<file path="config.mk">
export PLATFORM = sky130hd
export DESIGN_NAME = bch_15_7_decoder
export DESIGN_NICKNAME = d
export VERILOG_FILES = /design/src/rtl/bch_15_7_decoder.sv
export SDC_FILE = /design/constraint.sdc
export NUM_CORES = 1
export LEC_CHECK = 0
export CAP_MARGIN = 20
export CORE_MARGIN = 2
export CORE_UTILIZATION = 30
export CTS_CLUSTER_SIZE = 10
export DETAILED_ROUTE_END_ITERATION = 8
export PLACE_DENSITY = 0.47
export SLEW_MARGIN = 25
export SYNTH_ARGS = -nofsm -noshare
export SYNTH_HDL_FRONTEND = slang
export SYNTH_SLANG_ARGS = --single-unit
</file>
<file path="constraint.sdc">
create_clock -name clk -period 4.1 [get_ports clk]
set_input_delay 0.41 -clock clk [delete_from_list [all_inputs] [get_ports clk]]
set_output_delay 0.41 -clock clk [all_outputs]
set_load 0.02 [all_outputs]
</file>
<file path="src/rtl/bch_15_7_decoder.sv">
// bch_15_7_decoder
//   Sequential bounded-distance decoder for the systematic binary BCH(15,7)
//   t=2 code over GF(16) (x^4+x+1, alpha=2, g(x)=x^8+x^7+x^6+x^4+1).
//   Flow: IDLE -> SYND (15) -> SOLVE (1) -> CHIEN (15) -> FINAL (1) -> DONE.
//   The FINAL cycle registers the result, so out_valid rises 32 cycles after
//   the accepting edge. When S1=0 and S3!=0, SOLVE jumps straight to FINAL,
//   which gives a latency of 17.
//
// Ports
//   clk, rst            clock (rising edge), async active-high reset
//   in_valid/in_ready   input handshake; in_ready = idle & ~rst
//   in_codeword[14:0]   received word, bit k = coeff of x^k, [14:8] message
//   out_valid/out_ready output handshake; outputs held until accepted
//   out_message[6:0]    corrected message (raw bits [14:8] if uncorrectable)
//   out_err_count[1:0]  number of corrected bits
//   out_uncorrectable   decoding failure
//   out_err_mask[14:0]  flipped positions (only with BCH_DEC_ERR_MASK_EN)
//
// Optional feature macro: BCH_DEC_ERR_MASK_EN
module bch_15_7_decoder (
  input  logic        clk,
  input  logic        rst,
  input  logic        in_valid,
  output logic        in_ready,
  input  logic [14:0] in_codeword,
  output logic        out_valid,
  input  logic        out_ready,
  output logic [6:0]  out_message,
  output logic [1:0]  out_err_count,
  output logic        out_uncorrectable
`ifdef BCH_DEC_ERR_MASK_EN
  ,
  output logic [14:0] out_err_mask
`endif
);

  typedef enum logic [2:0] {IDLE, SYND, SOLVE, CHIEN, FINAL, DONE} state_t;

  // GF(16) multiply, shift-and-add with reduction by x^4+x+1.
  function automatic logic [3:0] gf_mul(input logic [3:0] a, input logic [3:0] b);
    logic [3:0] p;
    logic [3:0] x;
    p = 4'h0;
    x = a;
    for (int i = 0; i < 4; i++) begin
      if (b[i]) p = p ^ x;
      x = {x[2:0], 1'b0} ^ {2'b00, x[3], x[3]};
    end
    return p;
  endfunction

  // GF(16) inverse table; inv(0)=0 is a don't-care filler.
  function automatic logic [3:0] gf_inv(input logic [3:0] a);
    logic [3:0] r;
    case (a)
      4'h1: r = 4'h1;  4'h2: r = 4'h9;  4'h3: r = 4'hE;  4'h4: r = 4'hD;
      4'h5: r = 4'hB;  4'h6: r = 4'h7;  4'h7: r = 4'h6;  4'h8: r = 4'hF;
      4'h9: r = 4'h2;  4'hA: r = 4'hC;  4'hB: r = 4'h5;  4'hC: r = 4'hA;
      4'hD: r = 4'h4;  4'hE: r = 4'h3;  4'hF: r = 4'h8;
      default: r = 4'h0;
    endcase
    return r;
  endfunction

  state_t      r_state;
  logic [14:0] r_cw;     // received word, corrected in place during CHIEN
  logic [3:0]  r_pos;    // bit position, 14 down to 0 in SYND and CHIEN
  logic [3:0]  r_s1;
  logic [3:0]  r_s3;
  logic [3:0]  r_t1;     // sigma1 * x term of the Chien evaluation
  logic [3:0]  r_t2;     // sigma2 * x^2 term
  logic [1:0]  r_deg;    // degree of sigma(x)
  logic [1:0]  r_roots;
  logic        r_unc;    // early-exit failure flag
`ifdef BCH_DEC_ERR_MASK_EN
  logic [14:0] r_fix;
`endif

  logic       w_bit;
  logic [3:0] w_s1_nxt;
  logic [3:0] w_s3_nxt;
  logic [3:0] w_s1_cu;
  logic [3:0] w_sig2;
  logic       w_root;
  logic       w_unc;

  assign in_ready = (r_state == IDLE) & ~rst;

  assign w_bit    = r_cw[r_pos];
  // Horner: after 15 steps S1 = r(alpha), S3 = r(alpha^3).
  assign w_s1_nxt = gf_mul(r_s1, 4'h2) ^ {3'b000, w_bit};
  assign w_s3_nxt = gf_mul(r_s3, 4'h8) ^ {3'b000, w_bit};
  assign w_s1_cu  = gf_mul(gf_mul(r_s1, r_s1), r_s1);
  // Evaluates to 0 when S3 = S1^3, which covers the single-error case.
  assign w_sig2   = gf_mul(r_s3 ^ w_s1_cu, gf_inv(r_s1));
  assign w_root   = ((4'h1 ^ r_t1 ^ r_t2) == 4'h0);
  assign w_unc    = r_unc | (r_roots != r_deg);

  // A root-count mismatch can only mean zero roots were found (a degree-2
  // sigma has 0 or 2 distinct roots, degree 1 always has 1), so on failure
  // nothing was flipped and r_cw still holds the received bits.
  always_ff @(posedge clk or posedge rst) begin
    if (rst) begin
      r_state           <= IDLE;
      r_cw              <= '0;
      r_pos             <= '0;
      r_s1              <= '0;
      r_s3              <= '0;
      r_t1              <= '0;
      r_t2              <= '0;
      r_deg             <= '0;
      r_roots           <= '0;
      r_unc             <= 1'b0;
      out_valid         <= 1'b0;
      out_message       <= '0;
      out_err_count     <= '0;
      out_uncorrectable <= 1'b0;
`ifdef BCH_DEC_ERR_MASK_EN
      r_fix             <= '0;
      out_err_mask      <= '0;
`endif
    end else begin
      case (r_state)
        IDLE: begin
          if (in_valid) begin
            r_cw    <= in_codeword;
            r_pos   <= 4'd14;
            r_s1    <= '0;
            r_s3    <= '0;
            r_roots <= '0;
            r_unc   <= 1'b0;
`ifdef BCH_DEC_ERR_MASK_EN
            r_fix   <= '0;
`endif
            r_state <= SYND;
          end
        end
        SYND: begin
          r_s1 <= w_s1_nxt;
          r_s3 <= w_s3_nxt;
          if (r_pos == 4'd0) r_state <= SOLVE;
          else               r_pos   <= r_pos - 4'd1;
        end
        SOLVE: begin
          r_t1  <= gf_mul(r_s1, 4'h2);
          r_t2  <= gf_mul(w_sig2, 4'h4);
          r_deg <= (w_sig2 != 4'h0) ? 2'd2 : (r_s1 != 4'h0) ? 2'd1 : 2'd0;
          r_pos <= 4'd14;
          if (r_s1 == 4'h0 && r_s3 != 4'h0) begin
            r_unc   <= 1'b1;
            r_state <= FINAL;
          end else begin
            r_state <= CHIEN;
          end
        end
        CHIEN: begin
          if (w_root) begin
            r_cw[r_pos] <= ~r_cw[r_pos];
            r_roots     <= r_roots + 2'd1;
`ifdef BCH_DEC_ERR_MASK_EN
            r_fix[r_pos] <= 1'b1;
`endif
          end
          r_t1 <= gf_mul(r_t1, 4'h2);
          r_t2 <= gf_mul(r_t2, 4'h4);
          if (r_pos == 4'd0) r_state <= FINAL;
          else               r_pos   <= r_pos - 4'd1;
        end
        FINAL: begin
          out_valid         <= 1'b1;
          out_message       <= r_cw[14:8];
          out_err_count     <= w_unc ? 2'd0 : r_roots;
          out_uncorrectable <= w_unc;
`ifdef BCH_DEC_ERR_MASK_EN
          out_err_mask      <= w_unc ? 15'h0000 : r_fix;
`endif
          r_state           <= DONE;
        end
        DONE: begin
          if (out_ready) begin
            out_valid <= 1'b0;
            r_state   <= IDLE;
          end
        end
        default: r_state <= IDLE;
      endcase
    end
  end

endmodule
</file>
==> qor.txt, run 1 <==
Status - finished, final reports clean
Clock network latency to the later pin of the worst-skew pair - 0.30 ns
Final period util - 92.58%
Net Count, Synth - 528
Routed WL - 10800 um
Top-Level Pins - 31
Arrival @ worst endpoint - 3.96 ns
Clk slew on worst S/H paths - 0.07 ns
Crit path cell chain - ha_1, buf_4, a21boi_1, o31ai_2, mux2i_1, xnor3_2, xnor2_4, or3_1, a31o_1, a21oi_1, nor2_1, ha_1, a21oi_1, o21ai_0
Crit end category - flop
Die Y - 123.5 um
Max Clock Freq - 263.5 MHz
Critical path fanouts, max - 11
Chip width - 123.5 um
Sequential area share after synthesis - 31.56%
Dpl hpwl - 7932 um
First-pass GRT wire length - 17740 um
Average size of a mapped cell - 8.632 um^2
Drt first pass iters - 4
Met1 Use GR - 19.34%
RSZ-0062 raised after global routing - false
Final Wtd Congestion - 0.8203
Met3 GRT Util - 2.030%
Worst R2R Start - r_s1[3]
Row cnt - 43
Pin count of the biggest net entering global routing - 38
Worst-Margin Slew - 0.8088 ns
H-tree levels - 2
Core area - 13930 um^2
Yosys top cell by area - dfrtp_1
Antenna violations before repair - 0
Delay of the slowest cell on the worst path - 0.49 ns
Depth of the worst register-to-register path - 14
CP startpoint kind - flop
Hold buffers post-CTS - 0
Synth cell count leaders - nand2_1, dfrtp_1, a21oi_1
Grt peak-use layer - met2
Vias after detailed routing - 3607
Vias in the first global route - 3425
Post CTS Setup Buffer Count - 0
Top-area cell type share of the netlist area - 31.56%
Layout cells sized above 1 - 11.48%
Worst R2R End - r_t2[1]
Gr usage total - 14.71%
CP Data Required Time - 4.27 ns
CP Buf/Inv Count - 1
WHS Endpoint - out_valid
Rel. slew slack - 46.00%
CTS resizes - 0
CP Class - reg -> reg
Synth area leaders - dfrtp_1, nand2_1, xnor2_1, a21oi_1, ha_1
Nets - 545
Total negative setup slack - 0 ns
Starting DRT DRC Count - 213
Initial core utilization - 30.73%
Synth Flop Type - dfrtp_1
Setup-failing EPs final - 0
Root Driver - clkbuf_16
Final critical-path required period - 3.796 ns
GR Layer Usage met2 - 25.31%
Final hold vios - 0
Final ANT Viol Nets - 0
Average wire per standard cell - 15.56 um
Setup Skew - 0.009509 ns
Slew Limit Fails - 0
Area grow syn2layout - 14.17%
Die Area - 15240 um^2
Max-cap violations - 0
Post-synth EDFFs - 0
Crit path max-delay family - compound AO/OA/AOI/OAI gates
Antenna cells - 0
HP Class - reg -> reg
Hold path depth - 1
Fraction of registers with async set or reset after synthesis - 100.0%
Vias/cell - 5.197
Synth Instances - 496
CTS tree - yes
#FFs+latches synth - 54
I/O Buffers - 30
Count leader, synth - nand2_1
Post-synthesis cell area - 4282 um^2
Total gr overflow - 0
CP max stage cell - dfrtp_1
Filler Cells Inserted - 1435
R2R Setup Slk - 0.30 ns
Max clock buf depth - 2
DRC viols - 0
Hold path start - out_valid
Warnings, synthesis - 0
Synth unique cells - 73
Sink Count - 54
Total CTS buffers - 5
## logic make-up (layout without fill, tap and decap cells)
kind of cell,Yosys count,after routing,synth area share (%)
flip-flops,54,54,31.56
adder cells (fa/ha/maj),13,13,3.799
multiplexers,29,29,7.685
AND/OR/NAND/NOR,175,175,20.69
AO/OA/AOI/OAI,132,132,19.40
XOR/XNOR,47,47,11.34
buffers and inverters,46,64,5.523
## layer usage
layer | vias up | share of wire [%]
met5 | - | 0
met4 | 0 | 1.3
met3 | 11 | 2.8
met2 | 53 | 48
met1 | 1751 | 48
li1 | 1792 | -
## placed cells by master (no fill, tap or decap), types with 3 or more instances in the layout
master and instances:
nand2_1 73, dfrtp_1 54, a21oi_1 44, clkdlybuf4s50_1 30, xnor2_1 28, nor2_1 26, o21ai_0 23, o22ai_1 19
mux2i_1 16, nand3_1 14, buf_4 14, xor2_1 13, ha_1 12, mux2_2 11, nor3_1 11, nand2b_1 11
inv_1 10, nor2b_1 5, o211ai_1 5, o21ai_1 5, clkbuf_16 5, or3_1 4, a31oi_1 4, nor4_1 4
and2_1 3, a22oi_1 3, a22o_1 3, and3_1 3
## metrics by stage
stage | cell area, um^2 | setup slack [ns] | cells | hold WS (ns) | util, %
after detailed placement | 4723 | 0.1513 | 686 | 0.4765 | 33.90
after floorplan | 4282 | 0.4271 | 496 | 0.4689 | -
after global routing | 4888 | 0.008381 | 694 | 0.5238 | 35.08
final | 4888 | 0.3043 | 694 | 0.4893 | 35.08
after global placement | 4723 | 0.2507 | 686 | 0.4636 | 33.90
after CTS | 4870 | 0.1618 | 694 | 0.4942 | 34.95
## worst max-delay path by stage
stage / from / end / slack (ns) / depth (start not counted)
floorplan: r_s1[2] / r_deg[0] / 0.43 / 17
global placement: r_s1[3] / r_t2[1] / 0.25 / 14
detailed placement: r_s1[3] / r_t2[1] / 0.15 / 14
CTS: r_s1[3] / r_t2[1] / 0.16 / 14
global route: r_s1[3] / r_t2[1] / 0.008 / 14
finish: r_s1[3] / r_t2[1] / 0.30 / 14
## cell type report
type                    instances  area (um^2)  area share, %
flip-flops and latches         54         1351          27.64
multi-input cells             396         2713          55.49
clock buffers                   5        125.1          2.560
clock inverters                 3        21.27         0.4351
well taps                     180        225.2          4.607
inverters                      12        47.55         0.9726
repair buffers                 44        405.4          8.293
## flip-flops by register name (all words and copies together), names as in the netlist, 2 cells and up
register       flops
r_t1               4
r_deg              2
r_s1               4
r_t2               4
out_err_count      2
r_s3               4
out_message        7
r_pos              4
r_state            3
r_roots            2
r_cw              15
Power of run 1 is left out: the tool's default activity adds up to more than one toggle a clock period on the data nets, which glitch-free logic cannot reach.
==> inputs of run 2 (changes only) <==
Settings changed: PLACE_DENSITY 0.47 to 0.44, TNS_END_PERCENT set to 5.
==> run 2 against run 1 <==
Critical path depth decreased by 1. Worst hold slack improved by 0.00078 ns. Core utilization decreased by 0.12 points. Die area unchanged. Register-to-register slack improved by 0.07 ns. Sequential share of layout area increased by 0.092 points. Cell count decreased by 0.14%. Non-clock buffer count unchanged. Critical path type unchanged. Critical endpoint unchanged.
==> qor.txt, run 2 (same netlist as run 1, synthesis figures left out) <==
Status - finished, final reports clean
Post-route cell area - 4872 um^2
Largest register FFs - 15
Final hold vios - 0
Slew Limit Fails - 0
Total gr overflow - 0
Max-cap violations - 0
Most frequent cells in the layout - nand2_1, dfrtp_1, a21oi_1
CTS resizes - 0
Hold buffers post-CTS - 0
CP Buf/Inv Count - 0
DP Area - 4723 um^2
Total negative setup slack - 0 ns
Rel. slew slack - 38.84%
Pin count of the biggest net entering global routing - 34
Reg area - 1351 um^2
Post CTS Setup Buffer Count - 0
DRC viols - 0
Critical path fanouts, max - 9
Biggest register - r_cw
Crit path cell chain - ha_2, or3b_1, o31ai_2, mux2i_1, xnor3_2, xnor2_4, or3_1, a31o_1, a21oi_1, nor2_1, ha_1, a21oi_1, o21ai_0
Root Driver - clkbuf_16
Sink Count - 54
Initial core utilization - 30.73%
Setup-failing EPs final - 0
Row cnt - 43
Average wire per standard cell - 16.03 um
Vias in the first global route - 3443
Vias after detailed routing - 3588
Depth of the worst register-to-register path - 13
Drt first pass iters - 4
Critical Path End - r_t2[1]
RSZ-0062 raised after global routing - false
Routed WL - 11110 um
Nets - 545
R2R Setup Slk - 0.38 ns
Footprint of the multi-input gates - 2706 um^2
Final period util - 90.79%
Die Y - 123.5 um
Core area - 13930 um^2
H-tree levels - 2
CTS tree - yes
CP Data Required Time - 4.26 ns
Final ANT Viol Nets - 0
Die Area - 15240 um^2
Leading cell type in the layout, fill and taps excluded - nand2_1
Delay of the slowest cell on the worst path - 0.48 ns
Crit end category - flop
Setup crit start - r_s1[3]
CP max stage cell - dfrtp_1
Max Clock Freq - 268.6 MHz
Gr usage total - 15.03%
Clock network latency to the later pin of the worst-skew pair - 0.29 ns
CP startpoint kind - flop
Crit path max-delay family - simple AND/OR/NAND/NOR gates
Largest regs - r_cw (15), out_message (7)
Antenna cells - 0
Antenna violations before repair - 0
Filler Cells Inserted - 1442
Worst R2R End - r_t2[1]
Clk slew on worst S/H paths - 0.07 ns
CP Class - reg -> reg
Max clock buf depth - 2
Layout cells sized above 1 - 10.92%
Top-Level Pins - 31
Total CTS buffers - 5
Critical path depth - 13
CP most frequent cell - a21oi_1
Area grow syn2layout - 13.79%
Dpl hpwl - 8198 um
Starting DRT DRC Count - 185
Hold WS - 0.4900 ns
Chip width - 123.5 um
I/O Buffers - 30
Worst R2R Start - r_s1[3]
Setup Skew - 0.006925 ns
Final critical-path required period - 3.722 ns
HP Class - reg -> reg
First-pass GRT wire length - 18020 um
Worst-Margin Slew - 0.9141 ns
Final Wtd Congestion - 0.8483
Vias/cell - 5.177
Arrival @ worst endpoint - 3.88 ns
[run 2: worst min-delay path by stage]
stage	from	endpoint	slack, ns	cells past startpoint
3_5_place_dp	out_valid	out_valid	0.48	1
3_3_place_gp	out_valid	out_valid	0.46	1
6_report	out_valid	out_valid	0.49	1
4_1_cts	out_valid	out_valid	0.50	1
2_1_floorplan	r_cw[0]	r_cw[0]	0.47	1
5_1_grt	out_message[1]	out_message[1]	0.53	1
[run 2: metal layers]
| metal | global-route usage, % | vias up | part of all wire (%) |
|---|---|---|---|
| li1 | - | 1790 | - |
| met3 | 2.306 | 6 | 2.8 |
| met5 | 0 | - | 0 |
| met1 | 21.29 | 1755 | 50 |
| met4 | 2.415 | 0 | 0.63 |
| met2 | 24.59 | 37 | 46 |
[run 2: area by class of cell]
cell class	instances	area share, %
clock inverter	1	0.1541
sequential	54	27.74
clock buffer	6	2.645
inverter	12	0.9759
tap	180	4.622
multi-input combinational	396	55.55
timing repair buffer	44	8.321
[run 2: stage by stage]
step / setup WS [ns] / cells / util [%]
after floorplan: 0.4271 / 496 / -
after global placement: 0.2524 / 686 / 33.90
after detailed placement: 0.2447 / 686 / 33.90
after CTS: 0.2119 / 693 / 34.87
after global routing: 0.05828 / 693 / 34.96
final: 0.3776 / 693 / 34.96
[run 2: worst reg2reg max path, cell delays in order (launching register included)]
cell and delay, ns:
dfrtp_1 0.48, ha_2 0.39, or3b_1 0.41, o31ai_2 0.08
mux2i_1 0.26, xnor3_2 0.41, xnor2_4 0.19, or3_1 0.39
a31o_1 0.24, a21oi_1 0.17, nor2_1 0.07, ha_1 0.29
a21oi_1 0.13, o21ai_0 0.08
Power of run 2 is left out for the same reason.
==> inputs of run 3 (changes only) <==
Settings changed: CORE_ASPECT_RATIO set to 0.8, CTS_CLUSTER_DIAMETER set to 40.
==> run 3 against run 2 <==
Worst hold slack worse by 0.010 ns. Clock skew about the same. Global-route usage about the same.
==> qor.txt, run 3 (same netlist as run 1, synthesis figures left out) <==
CP Class - reg -> reg
Largest register FFs - 15
Final ANT Viol Nets - 0
Biggest register - r_cw
Met2 WL post-DR - 4406 um
Total negative setup slack - 0 ns
Filler Cells Inserted - 1463
Row cnt - 39
Rel. slew slack - 44.93%
Final hold vios - 0
Top-Level Pins - 31
Root Driver - clkbuf_16
Status - finished, final reports clean
Final critical-path required period - 3.749 ns
First-pass GRT wire length - 18270 um
Depth of the worst register-to-register path - 14
Dpl hpwl - 8152 um
Starting DRT DRC Count - 305
Leading cell type in the layout, fill and taps excluded - nand2_1
Pin count of the biggest net entering global routing - 38
Average wire per standard cell - 15.71 um
Vias after detailed routing - 3579
Setup crit start - r_s1[3]
Slew Limit Fails - 0
DRC viols - 0
Total gr overflow - 0
Vias in the first global route - 3409
Fin util - 34.74%
DRT met1 WL - 6076 um
Setup-failing EPs final - 0
Gr usage total - 15.08%
Arrival @ worst endpoint - 3.91 ns
Hold path start - out_valid
Clock network latency to the later pin of the worst-skew pair - 0.29 ns
Highest routed layer - met4
RSZ-0062 raised after global routing - false
Drt first pass iters - 5
Critical path fanouts, max - 8
CTS tree - yes
Routed WL - 10980 um
H-tree levels - 2
Antenna violations before repair - 0
CP startpoint kind - flop
Sink Count - 54
Hold buffers post-CTS - 0
DR WL met3 - 439 um
Chip width - 137.6 um
Most frequent cells in the layout - nand2_1, dfrtp_1, a21oi_1
HP Class - reg -> reg
Final Wtd Congestion - 0.8329
Worst R2R End - r_t2[1]
Layout cells sized above 1 - 11.07%
Final period util - 91.45%
Antenna cells - 0
Vias/cell - 5.120
Worst R2R Start - r_s1[3]
Clk slew on worst S/H paths - 0.07 ns
Crit end category - flop
Total CTS buffers - 5
Worst-Margin Slew - 0.8249 ns
Area grow syn2layout - 14.44%
CP Data Required Time - 4.26 ns
R2R Setup Slk - 0.35 ns
I/O Buffers - 30
Die Area - 15250 um^2
Die Y - 110.9 um
CTS resizes - 0
Post CTS Setup Buffer Count - 0
Nets - 546
Largest regs - r_cw (15), out_message (7)
Max-cap violations - 0
Max Clock Freq - 266.7 MHz
Setup Skew - 0.006783 ns
Core area - 14100 um^2
Max clock buf depth - 2
Initial core utilization - 30.36%
Critical Path End - r_t2[1]
==> run 3: changes by cell type in the layout (fill, tap and decap cells not counted), sizes merged <==
cell | before | now
buf | 14 | 15
clkbuf | 6 | 7
clkinv | 0 | 1
clkinvlp | 1 | 0
==> run 3: critical path: stages, from the launching register on <==
cell	delay (ns)
dfrtp_1	0.43
ha_1	0.36
buf_4	0.19
xor2_1	0.19
and3_1	0.21
nor4_1	0.44
o311a_1	0.23
nor3_2	0.05
xnor2_1	0.55
o211ai_1	0.19
a21oi_1	0.22
nor2_1	0.07
ha_1	0.28
a21oi_1	0.13
o21ai_0	0.08
==> run 3: how the worst min path moves through the flow <==
stage / to / slack, ns / depth (start not counted)
2_1_floorplan: r_cw[0] / 0.47 / 1
3_3_place_gp: out_valid / 0.46 / 1
3_5_place_dp: out_valid / 0.47 / 1
4_1_cts: out_valid / 0.49 / 1
5_1_grt: out_valid / 0.50 / 1
6_report: out_valid / 0.48 / 1
==> run 3: metal layers <==
layer	vias to the layer above	track usage [%]
met2	69	20.03
met1	1701	25.52
met4	0	2.062
met5	-	0
met3	5	2.195
li1	1804	-
==> run 3: metrics by stage <==
stage,std cells,setup slack [ns],instance area (um^2),hold slack [ns]
finish,699,0.3507,4900,0.4800
global route,699,0.04779,4900,0.5048
CTS,699,0.3490,4900,0.4891
detailed placement,691,0.3433,4738,0.4745
global placement,691,0.3746,4736,0.4625
floorplan,496,0.4271,4282,0.4689
==> run 3: layout make-up <==
class / instances / area, um^2 / area share (%)
Clock buffer: 7 / 152.6 / 3.115
Clock inverter: 1 / 8.758 / 0.1788
Inverter: 12 / 47.55 / 0.9704
Multi-Input combinational cell: 396 / 2696 / 55.03
Sequential cell: 54 / 1351 / 27.58
Tap cell: 184 / 230.2 / 4.699
Timing Repair Buffer: 45 / 412.9 / 8.427
Power of run 3 is left out for the same reason.
